## config.mk

```make
export PLATFORM = sky130hd
export DESIGN_NAME = countdown_timer
export DESIGN_NICKNAME = d
export VERILOG_FILES = /design/src/rtl/countdown_timer.sv
export SDC_FILE = /design/constraint.sdc
export NUM_CORES = 1
export LEC_CHECK = 0
export CORE_AREA = 10 10 49 51
export DETAILED_ROUTE_END_ITERATION = 12
export DIE_AREA = 0 0 59 61
export PLACE_DENSITY = 0.72
export SYNTH_ARGS = -nofsm -noshare
export SYNTH_HDL_FRONTEND = slang
export SYNTH_SLANG_ARGS = --single-unit
```

## constraint.sdc

```tcl
create_clock -name clock -period 1.7 [get_ports clock]
set_input_delay 0.17 -clock clock [delete_from_list [all_inputs] [get_ports clock]]
set_output_delay 0.17 -clock clock [all_outputs]
set_load 0.01 [all_outputs]
```

## src/rtl/countdown_timer.sv

```systemverilog
// countdown_timer: loadable down-counter with start/busy/done handshake,
// a clock prescaler and optional auto-reload for periodic ticks.
module countdown_timer #(
  parameter int unsigned WIDTH    = 4,
  parameter int unsigned PRESCALE = 1
) (
  input  logic             clock,
  input  logic             reset,
  input  logic [WIDTH-1:0] load_value,
  input  logic             start,
  input  logic             stop,
  input  logic             auto_reload,
  output logic [WIDTH-1:0] count,
  output logic             busy,
  output logic             done
);

  localparam int unsigned PW = (PRESCALE > 1) ? $clog2(PRESCALE) : 1;
  localparam logic [PW-1:0] PRE_LAST = PW'(PRESCALE - 1);

  typedef enum logic {
    S_IDLE,
    S_RUN
  } state_t;

  state_t           r_state, w_state_nx;
  logic [PW-1:0]    r_pre, w_pre_nx;
  logic [WIDTH-1:0] r_reload, w_reload_nx;
  logic             r_flag, w_flag_nx;
  logic [WIDTH-1:0] r_count, w_count_nx;
  logic             r_busy, w_busy_nx;
  logic             r_done, w_done_nx;
  logic             w_tick;

  assign w_tick = (r_pre == PRE_LAST);

  // State and datapath registers; synchronous reset overrides everything.
  always_ff @(posedge clock) begin
    if (reset) begin
      r_state  <= S_IDLE;
      r_pre    <= '0;
      r_reload <= '0;
      r_flag   <= 1'b0;
      r_count  <= '0;
      r_busy   <= 1'b0;
      r_done   <= 1'b0;
    end else begin
      r_state  <= w_state_nx;
      r_pre    <= w_pre_nx;
      r_reload <= w_reload_nx;
      r_flag   <= w_flag_nx;
      r_count  <= w_count_nx;
      r_busy   <= w_busy_nx;
      r_done   <= w_done_nx;
    end
  end

  // Next-state and next-output logic; done is a one-cycle pulse by default.
  always_comb begin
    w_state_nx  = r_state;
    w_pre_nx    = r_pre;
    w_reload_nx = r_reload;
    w_flag_nx   = r_flag;
    w_count_nx  = r_count;
    w_busy_nx   = r_busy;
    w_done_nx   = 1'b0;
    case (r_state)
      S_IDLE: begin
        if (start && !stop) begin
          if (load_value != '0) begin
            w_count_nx  = load_value;
            w_reload_nx = load_value;
            w_flag_nx   = auto_reload;
            w_pre_nx    = '0;
            w_busy_nx   = 1'b1;
            w_state_nx  = S_RUN;
          end else begin
            // Zero-length interval: complete immediately without running.
            w_count_nx = '0;
            w_done_nx  = 1'b1;
          end
        end
      end
      S_RUN: begin
        if (stop) begin
          // Abort wins over a coincident tick; count freezes, no done.
          w_state_nx = S_IDLE;
          w_busy_nx  = 1'b0;
          w_pre_nx   = '0;
          w_flag_nx  = 1'b0;
        end else begin
          w_pre_nx = w_tick ? '0 : r_pre + PW'(1);
          if (w_tick) begin
            if (r_count > WIDTH'(1)) begin
              w_count_nx = r_count - WIDTH'(1);
            end else begin
              w_done_nx = 1'b1;
              if (r_flag) begin
                // Reload edge is itself a tick boundary, so pre is already 0.
                w_count_nx = r_reload;
              end else begin
                w_count_nx = '0;
                w_state_nx = S_IDLE;
                w_busy_nx  = 1'b0;
              end
            end
          end
        end
      end
      default: w_state_nx = S_IDLE;
    endcase
  end

  assign count = r_count;
  assign busy  = r_busy;
  assign done  = r_done;

endmodule

```

# ---- Word-level counts from Yosys, hierarchy flattened
# Index checks and enable logic that the tools add are counted.
dict set report op_classes {
  reduce_logical 8
  n_lt_le_gt_ge 1
  eq_ne 8
  bitwise_logic 1
  add_sub_neg 2
  mux 36
}
# cell count
set op_table {}
lappend op_table {{two-way mux 1 bit} 24}
lappend op_table {{two-way mux 4 bit} 6}
lappend op_table {{!= test 2 bit, second input constant} 5}
lappend op_table {{one-hot mux 1 bit (2 select lines)} 5}
lappend op_table {{!= test 3 bit, second input constant} 3}
lappend op_table {{AND reduction 3 bit} 3}
lappend op_table {{one-hot mux 4 bit (2 select lines)} 1}
lappend op_table {{AND reduction 5 bit} 1}
lappend op_table {{> comparator 4 x 1 -> 1 bit, second input constant} 1}
lappend op_table {{nonzero test 4 bit} 1}
lappend op_table {{subtractor 4 x 1 -> 4 bit, second input constant} 1}
lappend op_table {{AND reduction 2 bit} 1}
lappend op_table {{adder 1 bit, second input constant} 1}
lappend op_table {{logical AND 1 bit} 1}
lappend op_table {{logical NOT 1 bit} 1}
lappend op_table {{NOT 1 bit} 1}
dict set report word_totals {
  out_inout_bits 6
  elab_cells 63
  input_bits 9
  regBits 13
}

# ---- Logic depth before layout (Yosys ltp)
# Gate-level depths: netlist (run 1).
dict set report logic_depth {
  depth_word 5
  mapped_depth 6
}

# ---- Worst setup path before layout (run 1)
# No wires, ideal clock.
dict set report synth_timing {
  path_type {register -> register}
  start {register r_count[0] (netlist: count[0])}
  end {register r_count[3] (netlist: count[3])}
  n_path_buf 0
  t_arrival_ns 1.379
  path_slack_ns 0.204
  path_stages_with_launch 7
  cell_sequence {dfxtp_1 > inv_1 > ha_1 > or2_2 > nand2_1 > o211ai_1 > a22o_1}
}
dict set report synth_via {
  elab_chain_cells 5
  elab_cells_between_ends 6
  classes_between {add/sub (1); order compare (1); mux (4)}
}
# item line
set synth_lines {}
lappend synth_lines {{start: declaration} 30} ;# logic [WIDTH-1:0] r_count, w_count_nx;
lappend synth_lines {{start signal: assignment} 52} ;# r_count <= w_count_nx;
lappend synth_lines {{subtractor 4 x 1 -> 4 bit or > comparator 4 x 1 -> 1 bit (tied branches)} {95, 94}}
lappend synth_lines {{two-way mux 4 bit *} 94} ;# if (r_count > WIDTH'(1)) begin
lappend synth_lines {{two-way mux 4 bit *} 93} ;# if (w_tick) begin
lappend synth_lines {{two-way mux 4 bit *} 85} ;# if (stop) begin
lappend synth_lines {{one-hot mux 4 bit (2 select lines) *} 67} ;# case (r_state)
# Every way passes the cells marked *; elsewhere a longest branch is shown, timed or not. The select of a mux whose other input is x is not followed.
# A chain may end at the register's enable or synchronous reset.

# ---- Worst setup path in the final report (run 1)
dict set report layout_timing {
  start {register r_count[1] (netlist: count[1])}
  end {register r_count[2] (netlist: count[2])}
}
# The elaborated chain is that of the path after synthesis.

==> results of run 1 <==
synth_stat cells:
cell type	instances	share of area
dfxtp_1	12	0.37
nor2_1	9	0.051
a21oi_1	8	0.061
nor3_1	8	0.061
inv_1	5	0.029
mux2i_1	5	0.076
nand2_1	5	0.029
a22o_1	2	0.027
buf_6	2	0.034
ha_1	2	0.038
o211ai_1	2	0.023
o21ai_0	2	0.015
or2_2	2	0.019
a211oi_1	1	0.011
a311oi_1	1	0.013
a31oi_1	1	0.0095
clkbuf_1	1	0.0057
clkbuf_2	1	0.0076
nand2b_1	1	0.0095
nand3_1	1	0.0076
nand3b_1	1	0.011
nand4_1	1	0.0095
nor4_1	1	0.0095
o21ba_2	1	0.015
o311ai_0	1	0.013
o41ai_1	1	0.013
or2_0	1	0.0095
or3_1	1	0.0095
or4b_1	1	0.015
final timing paths:
| kind | from | endpoint | cells after the start |
|---|---|---|---|
| worst max register to register | count[1] | count[2] | 6 |
| worst min register to register | busy | busy | 2 |
| worst min-delay path | busy | busy | 2 |
| worst max-delay path | count[1] | count[2] | 6 |
worst max-delay path: stages (launching register included):
cell and delay (ns):
dfxtp_1 0.38, inv_1 0.08, ha_1 0.23, nor2_1 0.19, nor2_1 0.09, a311oi_1 0.32, o41ai_1 0.13
stage by stage:
step / TNS, ns / area, µm² / hold slack, ns / setup WS (ns)
2_1_floorplan: 0 / 657 / 0.314 / 0.204
3_3_place_gp: -0.0236 / 868 / 0.483 / -0.0230
3_5_place_dp: -0.200 / 868 / 0.491 / -0.0690
4_1_cts: 0 / 905 / 0.504 / 0.0842
5_1_grt: 0 / 906 / 0.532 / 0.0309
6_report: 0 / 906 / 0.496 / 0.148
state kept, by name (all words and copies together), names as in the netlist:
register	count
r_reload	4
done	1
busy	1
count	4
r_state	1
r_flag	1
logic make-up (layout without fill, tap and decap cells):
kind of cell | count (synthesis) | in the layout
simple gates | 32 | 32
compound gates | 20 | 20
fa+ha+maj | 2 | 2
flops | 12 | 12
buf+inv | 9 | 34
mux | 5 | 5
report_power, final:
| group | switching (mW) | internal [mW] |
|---|---|---|
| logic | 0.0807 | 0.0920 |
| registers | 0.0164 | 0.298 |
| clock network | 0.100 | 0.130 |
final cells by class:
cell class | count | area [µm²] | share of cell area
multi-input cells | 59 | 367 | 0.405
well taps | 16 | 20.0 | 0.0221
inverters | 5 | 18.8 | 0.0207
flip-flops and latches | 12 | 241 | 0.267
repair buffers | 25 | 223 | 0.246
clock buffers | 4 | 36.3 | 0.0401
per-layer routing:
metal  global-route usage  vias to the layer above
met4               0.0590                        0
met1                0.128                      318
met2                0.174                       28
met3               0.0271                        4
li1                     -                      337
met5                    0                        -
==> flow_summary_export.csv, run 1 <==
group,metric,value,unit
routing,wire_per_inst,14.3,µm
layout,diodes,0,
die,core,0.00147,mm²
layout,final_util,0.616,
clocking,post_cts_resized,0,
synth,syn_inst,80,
timing,fmax,644,MHz
setup_path,cp.required,1.85,ns
timing,drv_slew,0,
synth,yosys.area_share.simple,0.242,
timing,period_needed,1.55,ns
global_route,grt_pass1_vias,678,
synth,synth.distinct_cells,29,
global_route,antenna_found_initial,0,
routing,wl_met2,838,µm
synth,synthesis.nets,91,
place,dp.cells,117,
timing,worst_pin_slew,0.351,ns
setup_path,cp_max_fo,5,
place,hpwl,1370,µm
flow_run,cap_viol_max_count,0,
routing,via_per_inst,5.68,
setup_path,end_kind,"register",
synth,synthAdderAreaFrac,0.0381,
min_path,hold_path_class,"reg2reg",
timing,rsz0062_at_grt,"false",
global_route,grt_overflow,0,
die,initial_core_util,0.446,
die,die_area,0.00360,mm²
clocking,tritoncts,"done",
routing,dr.pass1.iters,4,
setup_path,crit_arrival,1.70,ns
timing,setup_violations,0,
timing,clock_skew,0.00155,ns
clocking,clk_pin_slew,0.08,ns
synth,synth_top_family_by_area,"simple AND/OR/NAND/NOR gates",
power_and_ir_drop,peakVddDrop,0.000440,V
setup_path,worstSetupPathType,"reg2reg",
routing,drt-initial-drc-count,15,
synth,seq_area_frac_synth,0.366,
synth,ys_seq_elements,12,
synth,syn_area,657,µm²
clocking,insertion_delay,0.27,ns
place,port_buffers,14,
synth,synth_compound_area_frac,0.202,
routing,drcViolationCount,0,
timing,hold_viol_final,0,
setup_path,worst-r2r-setup-slack,0.15,ns
layout,syn_to_final_growth,37.9,%
place,gp_congestion,0.788,
clocking,root_buffer,"clkbuf_4",
layout,nets,117,
layout,fin_cells,121,
clocking,cts_hold_buf,0,
layout,mostFrequentLayoutCell,"clkdlybuf4s50_1",
clocking,ctsLongestPathBuffers,2,
power_and_ir_drop,power.density,792,mW/mm²
layout,fillers,152,
clocking,cts-htree-levels,1,
die,die_x,59,µm
die,die_h,61,µm
die,io_pins,15,
run_status,outcome,"finished clean",
layout,final_cell_mix,"14 x clkdlybuf4s50_1, 11 x dfxtp_1, 11 x buf_4, 9 x nor2_1",
synth,yosysWarnings,0,
layout,drive_gt1_frac,0.181,
clocking,cts_buffers,3,
routing,highest_layer,"met4",
power_and_ir_drop,leakagePower,0.369,nW
global_route,grt.total_usage,0.108,
setup_path,start_kind,"register",
timing,relSlewSlack,0.764,
synth,synth_xor_area_frac,0,
routing,ant_nets,0,
routing,vias,687,
global_route,grt_pass1_wl,3060,µm
synth,synthMuxAreaShare,0.0762,
synth,avgSynthCellArea,8.21,µm²
clocking,cts_setup_buffers,0,
global_route,grt_start_max_net_pins,10,
power_and_ir_drop,p_total,717,µW
timing,fin_crit_sh,0.913,
clocking,clock-sinks,12,
routing,route.met3.wl,137,µm
routing,wl_met1,735,µm
routing,wl,1730,µm
die,std_cell_rows,14,
Power figures use the tool's default switching activity.
==> run 2: changes to the inputs <==
- ABC_AREA: not set -> 0
==> results of run 2 <==
Final layout, timing and power as in run 1 (identical DEF).
